### src/rtl/msgdec_pkg.sv
// Shared types and constants for the message rotate-decoder slice.
//   DATA_W         : decoded byte width
//   ROT_W          : rotation amount width
//   msgdec_state_t : decoder FSM state encoding
package msgdec_pkg;

  localparam int unsigned DATA_W = 8;
  localparam int unsigned ROT_W  = 4;

  typedef enum logic [2:0] {
    IDLE  = 3'd0,
    READ  = 3'd1,
    WAIT  = 3'd2,
    WRITE = 3'd3,
    DONE  = 3'd4
  } msgdec_state_t;

endpackage : msgdec_pkg

### src/rtl/msg_rot_decoder_barrel_shifter.sv
// Combinational right-rotate of one byte by a 4-bit amount.
// Amounts 8..15 alias to 0..7 because the byte pattern repeats every 8 bits.
// Ports:
//   data_i : byte to rotate
//   rot_i  : rotation amount
//   data_o : data_i rotated right by rot_i mod 8
import msgdec_pkg::*;

module BarrelShifter (
  input  logic [DATA_W-1:0] data_i,
  input  logic [ROT_W-1:0]  rot_i,
  output logic [DATA_W-1:0] data_o
);

  localparam int unsigned TRIPLE_W = 3 * DATA_W;

  logic [TRIPLE_W-1:0] triple_c;
  logic [TRIPLE_W-1:0] shifted_c;

  // Three copies cover every window start 0..15 without a modulo.
  assign triple_c  = {data_i, data_i, data_i};
  assign shifted_c = triple_c >> rot_i;
  assign data_o    = shifted_c[DATA_W-1:0];

endmodule : BarrelShifter

### src/rtl/msg_rot_decoder.sv
// Sequential message decoder: on start, reads len bytes from src_base,
// right-rotates each through a BarrelShifter and writes it to dst_base,
// then pulses done. Each byte costs three cycles (READ, WAIT, WRITE).
// Optional feature: define ROLLING_KEY_EN to make byte i use key+i mod 16
// instead of the fixed key.
// Ports:
//   clk, rst_n                         : clock, async active-low reset
//   start, key, src_base, dst_base, len: job launch and parameters
//   rd_en, rd_addr, rd_data            : source memory read port
//   wr_en, wr_addr, wr_data            : destination memory write port
//   busy, done, count                  : status
import msgdec_pkg::*;

module msg_rot_decoder #(
  parameter int unsigned ADDR_W = 10,
  parameter int unsigned LEN_W  = 10
) (
  input  logic              clk,
  input  logic              rst_n,
  input  logic              start,
  input  logic [ROT_W-1:0]  key,
  input  logic [ADDR_W-1:0] src_base,
  input  logic [ADDR_W-1:0] dst_base,
  input  logic [LEN_W-1:0]  len,
  output logic              rd_en,
  output logic [ADDR_W-1:0] rd_addr,
  input  logic [DATA_W-1:0] rd_data,
  output logic              wr_en,
  output logic [ADDR_W-1:0] wr_addr,
  output logic [DATA_W-1:0] wr_data,
  output logic              busy,
  output logic              done,
  output logic [LEN_W-1:0]  count
);

  msgdec_state_t     state_q,     state_d;
  logic [ROT_W-1:0]  key_q,       key_d;
  logic [ADDR_W-1:0] src_base_q,  src_base_d;
  logic [ADDR_W-1:0] dst_base_q,  dst_base_d;
  logic [LEN_W-1:0]  len_q,       len_d;
  logic [LEN_W-1:0]  idx_q,       idx_d;
  logic [LEN_W-1:0]  count_q,     count_d;
  logic [ADDR_W-1:0] rd_addr_q,   rd_addr_d;
  logic [ADDR_W-1:0] wr_addr_q,   wr_addr_d;
  logic [DATA_W-1:0] wr_data_q,   wr_data_d;

  logic [ROT_W-1:0]  rot_c;
  logic [DATA_W-1:0] decoded_c;
  logic [LEN_W-1:0]  idx_inc_c;

  // Rotation amount for the byte currently in flight.
`ifdef ROLLING_KEY_EN
  assign rot_c = key_q + ROT_W'(idx_q);
`else
  assign rot_c = key_q;
`endif

  BarrelShifter u_barrel_shifter (
    .data_i (rd_data),
    .rot_i  (rot_c),
    .data_o (decoded_c)
  );

  assign idx_inc_c = idx_q + LEN_W'(1);

  // State register and job fields.
  always_ff @(posedge clk or negedge rst_n) begin
    if (!rst_n) begin
      state_q    <= IDLE;
      key_q      <= '0;
      src_base_q <= '0;
      dst_base_q <= '0;
      len_q      <= '0;
      idx_q      <= '0;
      count_q    <= '0;
      rd_addr_q  <= '0;
      wr_addr_q  <= '0;
      wr_data_q  <= '0;
    end else begin
      state_q    <= state_d;
      key_q      <= key_d;
      src_base_q <= src_base_d;
      dst_base_q <= dst_base_d;
      len_q      <= len_d;
      idx_q      <= idx_d;
      count_q    <= count_d;
      rd_addr_q  <= rd_addr_d;
      wr_addr_q  <= wr_addr_d;
      wr_data_q  <= wr_data_d;
    end
  end

  // Next-state and datapath updates.
  always_comb begin
    state_d    = state_q;
    key_d      = key_q;
    src_base_d = src_base_q;
    dst_base_d = dst_base_q;
    len_d      = len_q;
    idx_d      = idx_q;
    count_d    = count_q;
    rd_addr_d  = rd_addr_q;
    wr_addr_d  = wr_addr_q;
    wr_data_d  = wr_data_q;

    unique case (state_q)
      IDLE: begin
        if (start) begin
          key_d      = key;
          src_base_d = src_base;
          dst_base_d = dst_base;
          len_d      = len;
          idx_d      = '0;
          count_d    = '0;
          // First read address goes out with the READ state itself.
          rd_addr_d  = src_base;
          state_d    = (len == '0) ? DONE : READ;
        end
      end
      READ: begin
        state_d = WAIT;
      end
      WAIT: begin
        wr_data_d = decoded_c;
        wr_addr_d = dst_base_q + ADDR_W'(idx_q);
        state_d   = WRITE;
      end
      WRITE: begin
        idx_d     = idx_inc_c;
        count_d   = count_q + LEN_W'(1);
        rd_addr_d = src_base_q + ADDR_W'(idx_inc_c);
        state_d   = (idx_inc_c == len_q) ? DONE : READ;
      end
      DONE: begin
        state_d = IDLE;
      end
      default: begin
        state_d = IDLE;
      end
    endcase
  end

  // Strobes decode straight from the state register.
  assign rd_en   = (state_q == READ);
  assign wr_en   = (state_q == WRITE);
  assign done    = (state_q == DONE);
  assign busy    = (state_q != IDLE);
  assign rd_addr = rd_addr_q;
  assign wr_addr = wr_addr_q;
  assign wr_data = wr_data_q;
  assign count   = count_q;

endmodule : msg_rot_decoder

### config.mk
export PLATFORM = sky130hd
export DESIGN_NAME = msg_rot_decoder
export DESIGN_NICKNAME = d
export VERILOG_FILES = /design/src/rtl/msgdec_pkg.sv /design/src/rtl/msg_rot_decoder_barrel_shifter.sv /design/src/rtl/msg_rot_decoder.sv
export SDC_FILE = /design/constraint.sdc
export NUM_CORES = 1
export LEC_CHECK = 0
export ABC_CLOCK_PERIOD_IN_PS = 8000
export CAP_MARGIN = 20
export CORE_MARGIN = 4
export CORE_UTILIZATION = 50
export CTS_BUF_LIST = sky130_fd_sc_hd__clkbuf_16
export DETAILED_ROUTE_END_ITERATION = 6
export GPL_TIMING_DRIVEN = 0
export PLACE_DENSITY = 0.77
export SLEW_MARGIN = 40
export SYNTH_ARGS = -nofsm -noshare
export SYNTH_HDL_FRONTEND = slang
export SYNTH_SLANG_ARGS = --single-unit
### constraint.sdc
create_clock -name clk -period 8 [get_ports clk]
set_clock_uncertainty 0.15 [all_clocks]
set_input_delay 1.6 -clock clk [delete_from_list [all_inputs] [get_ports clk]]
set_output_delay 1.6 -clock clk [all_outputs]
set_load 0.005 [all_outputs]
==> Yosys cells after proc, flatten, opt, wreduce, memory -nomap -nowiden <==
Cells that the tools add are included.
{ "word_totals": {"memories": 0, "inputBits": 45, "latch_bits": 0, "ff_bits": 85, "out_inout_bits": 42, "wordCells": 36, "romBits": 0, "mem_bits_rw": 0} }
{ "classes": {"shift": 1, "n_reduce_logical": 6, "n_bitwise": 0, "magnitude_cmp": 0, "mul": 0, "n_mux": 9, "n_eq_ne": 6, "n_div": 0, "addsub": 4} }
{ "op_table": {"columns": ["op", "n"], "rows": [
  ["case mux 10 bit (2 select lines)", 3],
  ["right shift 24 x 4 -> 8 bit", 1],
  ["adder 10 x 1 -> 10 bit, second input constant", 2],
  ["adder 10 bit", 2],
  ["2-to-1 mux 10 bit", 2],
  ["case mux 3 bit (4 select lines)", 1],
  ["equality test 10 bit", 1],
  ["zero test 10 bit", 1],
  ["2-to-1 mux 3 bit", 3],
  ["equality test 3 x 2 -> 1 bit, second input constant", 2],
  ["AND reduction 2 bit", 2],
  ["equality test 3 x 1 -> 1 bit, second input constant", 1],
  ["equality test 3 bit, second input constant", 1],
  ["zero test 3 bit", 1],
  ["nonzero test 3 bit", 1],
  ["!= test 2 bit, second input constant", 1],
  ["nonzero test 2 bit", 1]
]} }

==> Longest topological paths before layout <==
{ "logic_depth": {"depth_word": 4, "ltp_mapped": 12, "depth_no_buf": 11} }

==> Modules after synthesis <==
From an unflattened synthesis, not the netlist that was laid out.
{ "hier_totals": {"cells_unflattened": 510, "hier_area_um2": 4899.7} }
{ "by_module_without_submodules": {"columns": ["module", "area_each_um2", "n_inst", "cells_each", "seq_area_each_um2"], "rows": [
  ["msg_rot_decoder", 4573.1, 1, 491, 2127.0],
  ["BarrelShifter", 326.6, 1, 19, 0.0]
]} }

==> Least setup slack after synthesis <==
Ideal clock, no wire load.
{ "synth_path": {"path_type": "reg2out", "from": "register state_q[1]", "to": "output wr_en", "t_required_ns": 6.250, "path_buffers": 2, "stages_incl_launch_ff": 6, "setup_slack_ns": 4.886, "arrival_ns": 1.364, "cell_sequence": "dfrtp_1 > clkbuf_1 > nor2b_1 > nand2_1 > clkinv_1 > clkbuf_1"} }
{ "synth_between": {"elab_chain_len": 1} }
{ "synth_rtl": {"columns": ["item", "line", "source"], "rows": [
  ["start: declaration", "msg_rot_decoder.sv:36", "msgdec_state_t state_q, state_d;"],
  ["start signal: assignment", "msg_rot_decoder.sv:80", "state_q <= state_d;"],
  ["equality test 3 x 2 -> 1 bit", "msg_rot_decoder.sv:145", "assign wr_en = (state_q == WRITE);"],
  ["end: declaration", "msg_rot_decoder.sv:28", "output logic wr_en,"]
]} }
No other way between the ends.

==> Final worst setup path <==
Same ends and word-level chain as after synthesis.

==> metrics.yaml <==
status: "complete, no violations"
drc: 0
syn_area_per_cell_um2: 9.06
whs_ps: 327
cap_viol_max_count: 0
reg2reg_depth: 11
final_nets: 684
min-delay-start: "wr_data[0]$_DFFE_PN0P_"
cts_buffers: 9
final.min_clock_period_ps: 4630
ioPinCount: 87
syn_area_um2: 4710
synth_fp_nets: 587
power.leakage_nw: 2.77
synth_area_leaders: "dfrtp_1 45%, nand2_1 11%, ha_1 5.3%"
drt_iter0_markers: 174
synth_enable_flop_cells: 0
clockRootBuffer: "clkbuf_16"
yosys_warnings: 0
grt_usage: 0.216
drv_slew: 0
path_class: "reg2out"
initial_core_util: 0.512
rsz0062_at_grt: "false"
area_growth_pct: 27.7
worstPathRequired_ps: 6250
setup_viol: 0
end_kind: "output pin"
multi_input_area_um2: 2460
register_area_um2: 2100
yosysTopAreaCellShare: 0.446
cts_max_level: 3
post_cts_buffers: 0
ys_ff_latch: 84
viasPerCell: 5.44
synth.yosys.seq_area_share: 0.446
cts_tree: "built"
finalSetupTns_ps: 0
min_delay_worst_endpoint: "wr_data[0]$_DFFE_PN0P_"
worst_skew_pair.late_latency_ps: 330
layout-drive-gt1-share: 0.0580
max_clock_freq_mhz: 216
critical_path.startpoint_type: "register"
antenna_found_initial: 0
power.density_nw_per_um2: 358
gp_congestion: 0.879
routed_wl_mm: 11.5
ir_drop_v: 0.000233
crit_fanout: 10
port_buffers: 85
tightest_slew_ps: 605
overflow: 0
fill_cells: 786
clockBufferDepth: 2
synth.largest_area_cell: "dfrtp_1"
firstDrtPassIters: 4
grt_first_pass_wirelength_mm: 19.2
relSlewSlack: 0.597
via_count: 3985
coreArea_um2: 9200
post_cts_resized: 0
place_hpwl_mm: 8.63
r2r_slack_ps: 4700
grt_max_degree: 63
clk_pin_slew_ps: 60
grt_pass1_vias: 3975
synth_flop_cell: "dfrtp_1"
cts_hold_buf: 0
row_count: 35
clock_sinks: 84
cp.arrival_ps: 2880
final_hold_viol_count: 0
async_reset_ff_frac: 1.00
die_x_um: 105
dieArea_um2: 11000
hp-class: "reg2reg"
die_height_um: 105
detail_route.wl_per_cell_um: 15.7
syn_inst: 520
r2r_start: "idx_q[0]$_DFFE_PN0P_"
reg2reg_to: "rd_addr[8]$_DFFE_PN0P_"
holdPathStages: 2
drtAntennaViolNets: 0
synth_cell_types: 47
antenna_cells: 0
post-route-period-util: 0.579
## cell usage in the layout (no fill, tap or decap), types with 5 or more instances in the layout
master,count
nand2_1,144
dfrtp_1,84
clkdlybuf4s50_1,84
o21ai_0,50
nor2_1,24
clkbuf_1,22
xnor2_1,21
ha_1,20
a21oi_1,16
nand3_1,12
xor2_1,12
mux2i_1,11
inv_1,9
clkbuf_16,9
mux4_2,8
and3_1,7
nor3_1,7
nand2b_1,6
a21o_1,6
o211ai_1,6
a31oi_1,6
nor3b_1,5
## final cells by class
type / count / area share
Tap cell: 111 / 0.0231
Clock inverter: 6 / 0.00936
Sequential cell: 84 / 0.349
Inverter: 10 / 0.00624
Clock buffer: 9 / 0.0374
Multi-Input combinational cell: 398 / 0.409
Buffer: 28 / 0.0193
Timing Repair Buffer: 86 / 0.146
## power by group
| group | total, W | internal, W | switching, W |
|---|---|---|---|
| logic | 0.00104 | 0.000503 | 0.000539 |
| clock network | 0.000395 | 0.000237 | 0.000158 |
| registers | 0.000717 | 0.000598 | 0.000119 |
| total | 0.00215 | 0.00134 | 0.000816 |
## how the worst max path moves through the flow
stage                                 from                        end  slack [ps]  cells after the start
CTS                 state_q[1]$_DFFE_PN0P_                      wr_en        3390                      6
global route        state_q[1]$_DFFE_PN0P_                      wr_en        3170                      6
floorplan           state_q[1]$_DFFE_PN0P_                      wr_en        4890                      5
detailed placement  state_q[1]$_DFFE_PN0P_                      wr_en        3720                      6
global placement                     rst_n  src_base_q[8]$_DFFE_PN0P_        2250                      1
finish              state_q[1]$_DFFE_PN0P_                      wr_en        3370                      6
## per-layer routing
layer,global-route usage,up-vias,wire length (um)
met5,0,-,0
met4,0.0722,0,219
met3,0.0395,21,641
met2,0.379,106,5820
met1,0.268,1878,4800
li1,-,1980,-
## cells in the mapped netlist, drive strengths merged, types with 7 or more instances
master  count
nand2     144
dfrtp      84
o21ai      50
nor2       25
clkbuf     22
xnor2      21
ha         20
a21oi      16
nand3      12
xor2       12
mux2i      11
inv         9
mux4        8
nor3        8
and3        7
## critical path: stages (launching register included)
cell             delay [ps]
dfrtp_1                 320
clkbuf_1                380
nor2b_1                 240
nand2_1                 240
clkinv_1                270
clkbuf_1                470
clkdlybuf4s50_1         610
## stage by stage
step / setup slack [ps] / total power (W) / std cells / utilization / instance area (um^2)
detailed placement: 3720 / 0.00177 / 717 / 0.623 / 5730
global placement: 2250 / 0.00172 / 716 / 0.620 / 5700
finish: 3370 / 0.00215 / 732 / 0.654 / 6020
global route: 3170 / 0.00233 / 732 / 0.654 / 6020
CTS: 3390 / 0.00217 / 732 / 0.653 / 6010
floorplan: 4890 / 0.00136 / 520 / - / 4710
## kinds of logic after synthesis
logic type	after synthesis	share of synthesized area
and+or+nand+nor	221	0.202
AOI/OAI and AO/OA	101	0.128
DFF	84	0.446
buffers and inverters	38	0.0327
xor gates and xnor gates	33	0.0614
adders and majority gates	22	0.0616
muxes	21	0.0672
## registers in the layout, summed over array words and instances (netlist names)
name        flops
idx_q          10
rd_addr        10
wr_addr        10
key_q           3
src_base_q     10
state_q         3
len_q          10
count          10
dst_base_q     10
wr_data         8
(Power assumes the default switching activity.)
